--- config.mk ---
export PLATFORM = sky130hd
export DESIGN_NAME = flash_reader
export DESIGN_NICKNAME = d
export VERILOG_FILES = /design/src/rtl/flash_reader_pkg.sv /design/src/rtl/flash_reader_fifo.sv /design/src/rtl/flash_reader.sv
export SDC_FILE = /design/constraint.sdc
export NUM_CORES = 1
export LEC_CHECK = 0
export ABC_AREA = 1
export BUFFER_PORTS_ARGS = -buffer_cell sky130_fd_sc_hd__buf_2
export CAP_MARGIN = 0
export CORE_MARGIN = 2
export CORE_UTILIZATION = 52
export DETAILED_ROUTE_END_ITERATION = 16
export PLACE_DENSITY = 0.76
export SYNTH_ARGS = -nofsm -noshare
export SYNTH_HDL_FRONTEND = slang
export SYNTH_SLANG_ARGS = --single-unit
--- constraint.sdc ---
create_clock -name clock -period 3.75 [get_ports clock]
set_input_delay 0.375 -clock clock [delete_from_list [all_inputs] [get_ports clock]]
set_output_delay 0.375 -clock clock [all_outputs]
set_load 0.01 [all_outputs]
--- src/rtl/flash_reader_pkg.sv ---
// Shared widths, default sizing and the FSM state type for the flash read engine.
package flash_reader_pkg;
    localparam int ADDR_W         = 32;
    localparam int DATA_W         = 64;
    localparam int BEAT_W         = 5;
    localparam int DEF_FIFO_DEPTH = 4;
    localparam int DEF_MAX_BEATS  = 16;

    typedef enum logic [1:0] {
        IDLE,
        ISSUE,
        DRAIN,
        ERR
    } state_t;
endpackage

--- src/rtl/flash_reader_fifo.sv ---
// Response buffer: synchronous FIFO of {data, last} with an occupancy count.
module flash_reader_fifo
    import flash_reader_pkg::*;
#(
    parameter int  DEPTH = DEF_FIFO_DEPTH,
    localparam int PTR_W = $clog2(DEPTH),
    localparam int CNT_W = $clog2(DEPTH + 1)
) (
    input  logic              clock,
    input  logic              reset_n,
    input  logic              i_push,
    input  logic [DATA_W-1:0] i_data,
    input  logic              i_last,
    input  logic              i_pop,
    output logic [DATA_W-1:0] o_data,
    output logic              o_last,
    output logic              o_empty,
    output logic              o_full,
    output logic [CNT_W-1:0]  o_count
);
    logic [DATA_W-1:0] r_mem_data [DEPTH];
    logic              r_mem_last [DEPTH];
    logic [PTR_W-1:0]  r_wr_ptr;
    logic [PTR_W-1:0]  r_rd_ptr;
    logic [CNT_W-1:0]  r_count;

    // Pointers wrap explicitly so non-power-of-two depths work.
    function automatic logic [PTR_W-1:0] ptr_inc(input logic [PTR_W-1:0] p);
        return (p == PTR_W'(DEPTH - 1)) ? '0 : p + 1'b1;
    endfunction

    always_ff @(posedge clock) begin
        if (i_push) begin
            r_mem_data[r_wr_ptr] <= i_data;
            r_mem_last[r_wr_ptr] <= i_last;
        end
    end

    always_ff @(posedge clock) begin
        if (!reset_n) begin
            r_wr_ptr <= '0;
            r_rd_ptr <= '0;
            r_count  <= '0;
        end else begin
            if (i_push) r_wr_ptr <= ptr_inc(r_wr_ptr);
            if (i_pop)  r_rd_ptr <= ptr_inc(r_rd_ptr);
            case ({i_push, i_pop})
                2'b10:   r_count <= r_count + 1'b1;
                2'b01:   r_count <= r_count - 1'b1;
                default: r_count <= r_count;
            endcase
        end
    end

    assign o_data  = r_mem_data[r_rd_ptr];
    assign o_last  = r_mem_last[r_rd_ptr];
    assign o_empty = (r_count == '0);
    assign o_full  = (r_count == CNT_W'(DEPTH));
    assign o_count = r_count;
endmodule

--- src/rtl/flash_reader.sv ---
// Burst reader: accepts a request, streams 64-bit beats out of flash through a
// credit-limited response FIFO.
//   state | meaning
//   IDLE  | ready for a request
//   ISSUE | strobing flash reads while FIFO credit allows
//   DRAIN | all reads issued, waiting for the last beat to be taken
//   ERR   | presenting the single error beat of a rejected request
module flash_reader
    import flash_reader_pkg::*;
#(
    parameter int FIFO_DEPTH = DEF_FIFO_DEPTH,
    parameter int MAX_BEATS  = DEF_MAX_BEATS
) (
    input  logic              clock,
    input  logic              reset_n,
    input  logic              req_valid,
    output logic              req_ready,
    input  logic [ADDR_W-1:0] req_addr,
    input  logic [BEAT_W-1:0] req_beats,
    output logic              resp_valid,
    input  logic              resp_ready,
    output logic [DATA_W-1:0] resp_data,
    output logic              resp_last,
    output logic              resp_err,
    output logic              flash_r_en,
    output logic [ADDR_W-1:0] flash_r_addr,
    input  logic [DATA_W-1:0] flash_r_data
);
    localparam int              CNT_W        = $clog2(FIFO_DEPTH + 1);
    localparam logic [BEAT_W:0] LP_MAX_BEATS = (BEAT_W + 1)'(MAX_BEATS);

    state_t            r_state;
    state_t            w_state_nxt;
    logic [ADDR_W-1:0] r_base;
    logic [BEAT_W-1:0] r_beats;
    logic [BEAT_W-1:0] r_issued;
    logic [ADDR_W-1:0] r_flash_addr;
    logic              r_inflight;
    logic              r_inflight_last;

    logic              w_req_bad;
    logic              w_issue;
    logic              w_last_issue;
    logic              w_credit_ok;
    logic [CNT_W:0]    w_occ;
    logic [ADDR_W-1:0] w_next_addr;
    logic              w_push;
    logic              w_pop;
    logic [DATA_W-1:0] w_fifo_data;
    logic              w_fifo_last;
    logic              w_fifo_empty;
    logic              w_fifo_full;
    logic [CNT_W-1:0]  w_fifo_count;

    assign w_req_bad = (req_addr[2:0] != 3'b000) || (req_beats == '0) ||
                       ({1'b0, req_beats} > LP_MAX_BEATS);

    // A read still in flight already owns a FIFO slot.
    assign w_occ        = {1'b0, w_fifo_count} + {{CNT_W{1'b0}}, r_inflight};
    assign w_credit_ok  = (w_occ < (CNT_W + 1)'(FIFO_DEPTH));
    assign w_last_issue = (r_issued == r_beats - 1'b1);
    assign w_next_addr  = (r_issued == '0) ? r_base : r_flash_addr + ADDR_W'(8);

    always_comb begin
        w_state_nxt = r_state;
        req_ready   = 1'b0;
        w_issue     = 1'b0;
        case (r_state)
            IDLE: begin
                req_ready = 1'b1;
                if (req_valid) w_state_nxt = w_req_bad ? ERR : ISSUE;
            end
            ISSUE: begin
                w_issue = w_credit_ok;
                if (w_credit_ok && w_last_issue) w_state_nxt = DRAIN;
            end
            DRAIN: begin
                if (w_pop && w_fifo_last) w_state_nxt = IDLE;
            end
            ERR: begin
                if (resp_ready) w_state_nxt = IDLE;
            end
            default: w_state_nxt = IDLE;
        endcase
    end

    always_ff @(posedge clock) begin
        if (!reset_n) begin
            r_state         <= IDLE;
            r_base          <= '0;
            r_beats         <= '0;
            r_issued        <= '0;
            r_flash_addr    <= '0;
            r_inflight      <= 1'b0;
            r_inflight_last <= 1'b0;
        end else begin
            r_state         <= w_state_nxt;
            r_inflight      <= w_issue;
            r_inflight_last <= w_issue && w_last_issue;
            if (req_valid && req_ready && !w_req_bad) begin
                r_base   <= req_addr;
                r_beats  <= req_beats;
                r_issued <= '0;
            end
            if (w_issue) begin
                r_issued     <= r_issued + 1'b1;
                r_flash_addr <= w_next_addr;
            end
        end
    end

    assign w_push = r_inflight && !w_fifo_full;
    assign w_pop  = !w_fifo_empty && resp_ready;

    flash_reader_fifo #(
        .DEPTH (FIFO_DEPTH)
    ) u_fifo (
        .clock   (clock),
        .reset_n (reset_n),
        .i_push  (w_push),
        .i_data  (flash_r_data),
        .i_last  (r_inflight_last),
        .i_pop   (w_pop),
        .o_data  (w_fifo_data),
        .o_last  (w_fifo_last),
        .o_empty (w_fifo_empty),
        .o_full  (w_fifo_full),
        .o_count (w_fifo_count)
    );

    assign flash_r_en   = w_issue;
    assign flash_r_addr = w_issue ? w_next_addr : r_flash_addr;
    assign resp_err     = (r_state == ERR);
    assign resp_valid   = resp_err || !w_fifo_empty;
    assign resp_last    = resp_err || (!w_fifo_empty && w_fifo_last);
    assign resp_data    = w_fifo_empty ? '0 : w_fifo_data;
endmodule

==> After elaboration in Yosys (flattened, before gate mapping) <==
Memory sizes are Yosys's and may differ from the RTL's. A register that Yosys moved wholly into a read port is not among the register bits.
Cells that the tools add are included.
{ "op_classes": {"add_sub_neg": 8, "magnitude_cmp": 2, "n_reduce_logical": 23, "n_eq_ne": 13, "muxes": 22} }
{ "ops": {"columns": ["operator", "n"], "rows": [
  ["$mux 32", 2],
  ["$mux 64", 1],
  ["$add 32x4->32 const B", 1],
  ["$mux 2", 11],
  ["$eq 2x2->1 const B", 5],
  ["$logic_not 5->1", 2],
  ["$mux 5", 2],
  ["$logic_and 1x1->1", 8],
  ["$ne 2x2->1 const B", 4],
  ["$pmux 2 s4", 1],
  ["$pmux 3 s2", 1],
  ["$add 5x1->5 const B", 1],
  ["$eq 5x5->1", 1],
  ["$gt 5x5->1 const B", 1],
  ["$sub 5x1->5 const B", 1],
  ["$add 2x1->2 const B", 2],
  ["$add 3x1->4", 1],
  ["$eq 2x1->1 const B", 2],
  ["$logic_or 1x1->1", 4],
  ["$lt 4x3->1 const B", 1],
  ["$mux 1", 4],
  ["$reduce_and 4->1", 1],
  ["$reduce_bool 2->1", 2],
  ["$add 3x1->3 const B", 1],
  ["6 further kinds", 8]
]} }
{ "word_totals": {"inputBits": 105, "elab_cells": 80, "mem_bits_rw": 260, "out_inout_bits": 101, "regBits": 85, "mem_count": 2} }
{ "mem_list": {"columns": ["name", "depth", "word_bits", "rd", "rd_clocked_by_memory_dff", "write_ports", "line", "rtl"], "rows": [
  ["u_fifo.r_mem_data", 4, 64, 1, 1, 1, "flash_reader_fifo.sv:21", "logic [DATA_W-1:0] r_mem_data [DEPTH];"],
  ["u_fifo.r_mem_last", 4, 1, 1, 1, 1, "flash_reader_fifo.sv:22", "logic r_mem_last [DEPTH];"]
]} }

==> Longest topological paths before layout <==
{ "logic_depth": {"ltp_word": 7, "ltp_mapped": 13, "ltp_nobuf": 13} }

==> By module <==
Synthesis repeated with hierarchy kept, for this count alone.
{ "hier_totals": {"hier_cells": 1526, "hier_area_um2": 15361.0} }
{ "by_module_without_submodules": {"columns": ["mod", "cells_per_inst", "seq_area_each_um2", "area_per_inst_um2", "instances"], "rows": [
  ["flash_reader_fifo", 689, 7987.7, 10432.5, 1],
  ["flash_reader", 837, 1561.5, 4928.5, 1]
]} }

==> Least setup slack after synthesis <==
OpenSTA, ideal clock, no wires.
{ "synth_timing": {"path_kind": "reg2reg", "from": "register u_fifo.r_count[2], in the netlist u_fifo.o_count[2]", "to": "memory u_fifo.r_mem_data[0][0] (enable)", "required_time_ns": 3.261, "setup_time_ns": 0.489, "path_stages_with_launch": 4, "n_path_buf": 0, "arrival_time_ns": 3.322, "slack_ns": -0.061, "synth_period_minus_slack_ns": 3.811, "cell_sequence": "dfxtp_1 -> inv_1 -> o31ai_2 -> nor2_1"} }
{ "synth_via": {"elab_chain_len": 5} }
{ "synth_lines": {"columns": ["item", "line", "rtl"], "rows": [
  ["start: declaration", "flash_reader_fifo.sv:25", "logic [CNT_W-1:0] r_count;"],
  ["start signal: assignment", "flash_reader_fifo.sv:48", "2'b10: r_count <= r_count + 1'b1;"],
  ["start signal: assignment", "flash_reader_fifo.sv:49", "2'b01: r_count <= r_count - 1'b1;"],
  ["start signal: assignment", "flash_reader_fifo.sv:50", "default: r_count <= r_count;"],
  ["$eq 3x3->1", "flash_reader_fifo.sv:58", "assign o_full = (r_count == CNT_W'(DEPTH));"],
  ["$logic_not 1->1", "flash_reader.sv:112", "assign w_push = r_inflight && !w_fifo_full;"],
  ["$logic_and 1x1->1", "flash_reader.sv:112", null],
  ["$mux 1", "flash_reader_fifo.sv:33", "if (i_push) begin"],
  ["$mux 1 (implied by the code)", "flash_reader_fifo.sv:34", "r_mem_data[r_wr_ptr] <= i_data;"],
  ["end: declaration", "flash_reader_fifo.sv:21", null]
]} }
Every way passes these cells.

==> Worst setup path in the final report <==
{ "layout_timing": {"from": "register r_issued[0]", "to": "output flash_r_addr[12]"} }
{ "layout_via": {"elab_chain_len": 3} }
{ "layout_lines": {"columns": ["item", "line", "rtl"], "rows": [
  ["start: declaration", "flash_reader.sv:36", "logic [BEAT_W-1:0] r_issued;"],
  ["start signal: assignment", "flash_reader.sv:106", "r_issued <= r_issued + 1'b1;"],
  ["$logic_not 5->1", "flash_reader.sv:62", "assign w_next_addr = (r_issued == '0) ? r_base : r_flash_addr + ADDR_W'(8);"],
  ["$mux 32", "flash_reader.sv:62", null],
  ["$mux 32", null, null],
  ["end: declaration", "flash_reader.sv:26", "output logic [ADDR_W-1:0] flash_r_addr,"]
]} }
Every way passes these cells.

==> flow_metrics.tcl <==
set metrics [dict create \
    hold_path.class "input pin to flop" \
    grt_usage_pct 22.49 \
    wl_per_cell_um 16.24 \
    synth_cell_types 44 \
    status "completed" \
    worstHoldEndpoint "u_fifo.r_mem_data[1][18]" \
    cts_root_buf "clkbuf_16" \
    p_sw_share_pct 30.61 \
    totalWireLength_mm 34.07 \
    syn2layout_area_growth_pct 17.46 \
    mostFrequentLayoutCells "nor2_1, edfxtp_1, buf_2" \
    r2r_slack_ns 1.63 \
    ant_nets 0 \
    hold_depth 1 \
    drc 0 \
    slew-limit-headroom_pct 40.28 \
    crit_required_ns 3.38 \
    die_area_um2 29920 \
    ys_warn_count 0 \
    io_buffers 205 \
    p_per_area_nw_per_um2 609.1 \
    crit_path_start_kind "flop" \
    vias 11370 \
    timing.rr.end "r_flash_addr[12]" \
    top_usage_layer "met2" \
    pre_cts_slack_ns 1.290 \
    path_max_fanout 21 \
    core_area_um2 27930 \
    met1_usage_pct 29.83 \
    switchingPower_uw 3252 \
    syn-cell-area_um2 14850 \
    holdCritStartpoint "flash_r_data[18]" \
    drt_iter0_markers 929 \
    drv_cap 0 \
    avgSynthCellArea_um2 9.873 \
    finalHoldViolCount 0 \
    postCtsHoldBufs 0 \
    cts.sinks 347 \
    rsz0062_at_grt "false" \
    syn_inst 1504 \
    tightest_slew_ns 0.8959 \
    cts_buffers 35 \
    grt_pass1_wl_mm 54.61 \
    combPwrFrac_pct 23.5 \
    met3_usage_pct 4.046 \
    drt_pass1_iterations 5 \
    final_core_util_pct 62.44 \
    via_per_inst 5.419 \
    grt.overflow.total 0 \
    worstSkewPairLatency_ns 0.51 \
    cts_setup_buffers 0 \
    reg2reg_from "r_issued[0]" \
    gr-usage-met2_pct 37.60 \
    slew_violations 0 \
    vdd_drop_max_v 0.0003865 \
    dp_hpwl_mm 21.03 \
    initial_core_util_pct 53.16 \
    cts_repair_resize_count 0 \
    critPathCaptureType "output port" \
    fp.dieW_um 173.0 \
    htreeDepth 2 \
    ys_ff_latch 347 \
    seqPwrFrac_pct 42.0 \
    syn-num-nets 1620 \
    timing.fmax_mhz 333.1 \
    p_int_uw 7371 \
    setup_viol 0 \
    p_clk_share_pct 34.5 \
    post-route-period-util_pct 80.06 \
    clk_pin_slew_ns 0.06 \
    place_congestion 0.9074 \
    hold_slack_ns 0.07495 \
    leakage_uw 0.006637 \
    grt_max_degree 67 \
    drive_gt1_share_pct 19.23 \
    period_minus_slack_ns 3.002 \
    clock_path_buffers 3 \
    criticalPathCategory "flop to output port" \
    tns_ns 0 \
    rows 61 \
    finClkSkew_ns 0.01314 \
    final_common_cell "nor2_1" \
    antenna_found_initial 5 \
    reg2regPathDepth 12 \
    arrival_ns 2.63 \
    nets 1805 \
    final.setup.worst_slack_ns 0.7478 \
    die_h_um 173.0 \
    grt_pass1_vias 10840 \
    yosysSeqAreaShare_pct 64.31 \
    top_level_ports 206 \
    cts_tree "yes" \
]
## final cells by class
| class | instances | area (um^2) |
|---|---|---|
| timing repair buffer | 223 | 1224 |
| sequential | 347 | 9554 |
| inverter | 72 | 272.8 |
| tap | 378 | 473.0 |
| fill | 2278 | 10490 |
| clock inverter | 24 | 279.0 |
| multi-input combinational | 1010 | 4672 |
| antenna | 4 | 10.01 |
| clock buffer | 40 | 957.2 |
## stage by stage
step / instance area, um^2 / instances / total power (uW)
floorplan: 14850 / 1504 / 6124
global placement: 16200 / 2030 / 6979
detailed placement: 16200 / 2030 / 7037
CTS: 17430 / 2094 / 10700
global route: 17440 / 2096 / 11160
finish: 17440 / 2098 / 10620
## worst max-delay path by stage
| stage | start | to | slack [ns] | cells after the start |
|---|---|---|---|---|
| finish | r_issued[0] | flash_r_addr[12] | 0.75 | 13 |
| global route | r_issued[0] | flash_r_addr[12] | 0.58 | 13 |
| CTS | flop | resp_data[6] | 0.76 | 5 |
| detailed placement | flop | resp_data[6] | 1.29 | 5 |
| global placement | r_issued[0] | flash_r_addr[12] | 1.37 | 13 |
| floorplan | u_fifo.o_count[2] | u_fifo.r_mem_data[0][0] | -0.06 | 3 |
## state kept, by name, summed over array words and instances (netlist names), 3 cells and up, named ones only
signal and flops:
r_flash_addr 32, u_fifo.o_count 3, u_fifo.r_mem_last 4, r_beats 5, u_fifo.r_mem_data 256, r_base 32, r_issued 5
## worst max-delay path, cell delays in order (launching register included)
cell,delay [ns]
dfxtp_1,0.40
inv_1,0.10
ha_1,0.20
inv_1,0.05
nor2_1,0.04
nand2_2,0.36
inv_2,0.14
nor2_4,0.21
inv_2,0.14
nor2_1,0.12
nor2_1,0.06
o31ai_1,0.09
inv_1,0.07
buf_2,0.14
## Yosys cell counts, drive strengths merged
cell	number	area, um^2
nor2	423	1640
edfxtp	260	7807
o21ai	182	914.6
nand2	178	675.7
a21oi	100	500.5
dfxtp	87	1742
inv	71	269.0
nand3	49	280.3
buf	42	266.5
clkbuf	33	123.9
nor3	16	80.08
ha	10	125.1
or2	10	62.56
nand4	9	68.81
a211oi	7	52.55
nand3b	7	52.55
o211ai	4	35.03
o31ai	3	27.52
a22o	2	17.52
and3	2	12.51
nor4	2	25.02
a31oi	1	6.260
clkinv	1	3.750
fa	1	20.02
nor3b	1	12.51
o211a	1	10.01
o221ai	1	8.760
xor2	1	8.760
## layer usage
metal / vias up / share of wire [%]
met4: 4 / 2.7
met5: - / 0.073
met2: 430 / 47
met3: 74 / 7.2
met1: 5361 / 43
li1: 5501 / -
## power groups by stage
stage          Clock (uW)  Sequential, uW  Combinational (uW)
3_3_place_gp            0            4530                2450
2_1_floorplan           0            4480                1640
4_1_cts              3720            4460                2510
3_5_place_dp            0            4540                2500
5_1_grt              3890            4480                2790
6_report             3660            4460                2500
## logic make-up (layout without fill, tap and decap cells)
kind of cell               Yosys count  after routing  share of synthesized area [%]
and+or+nand+nor                    697            697                          19.60
DFF                                347            347                          64.31
AOI/OAI and AO/OA                  301            301                          10.59
buffers and inverters              147            359                          4.466
adders and majority gates           11             11                         0.9774
xor gates and xnor gates             1              1                        0.05899
other                                0              4                              0
Power figures use the tool's default switching activity.
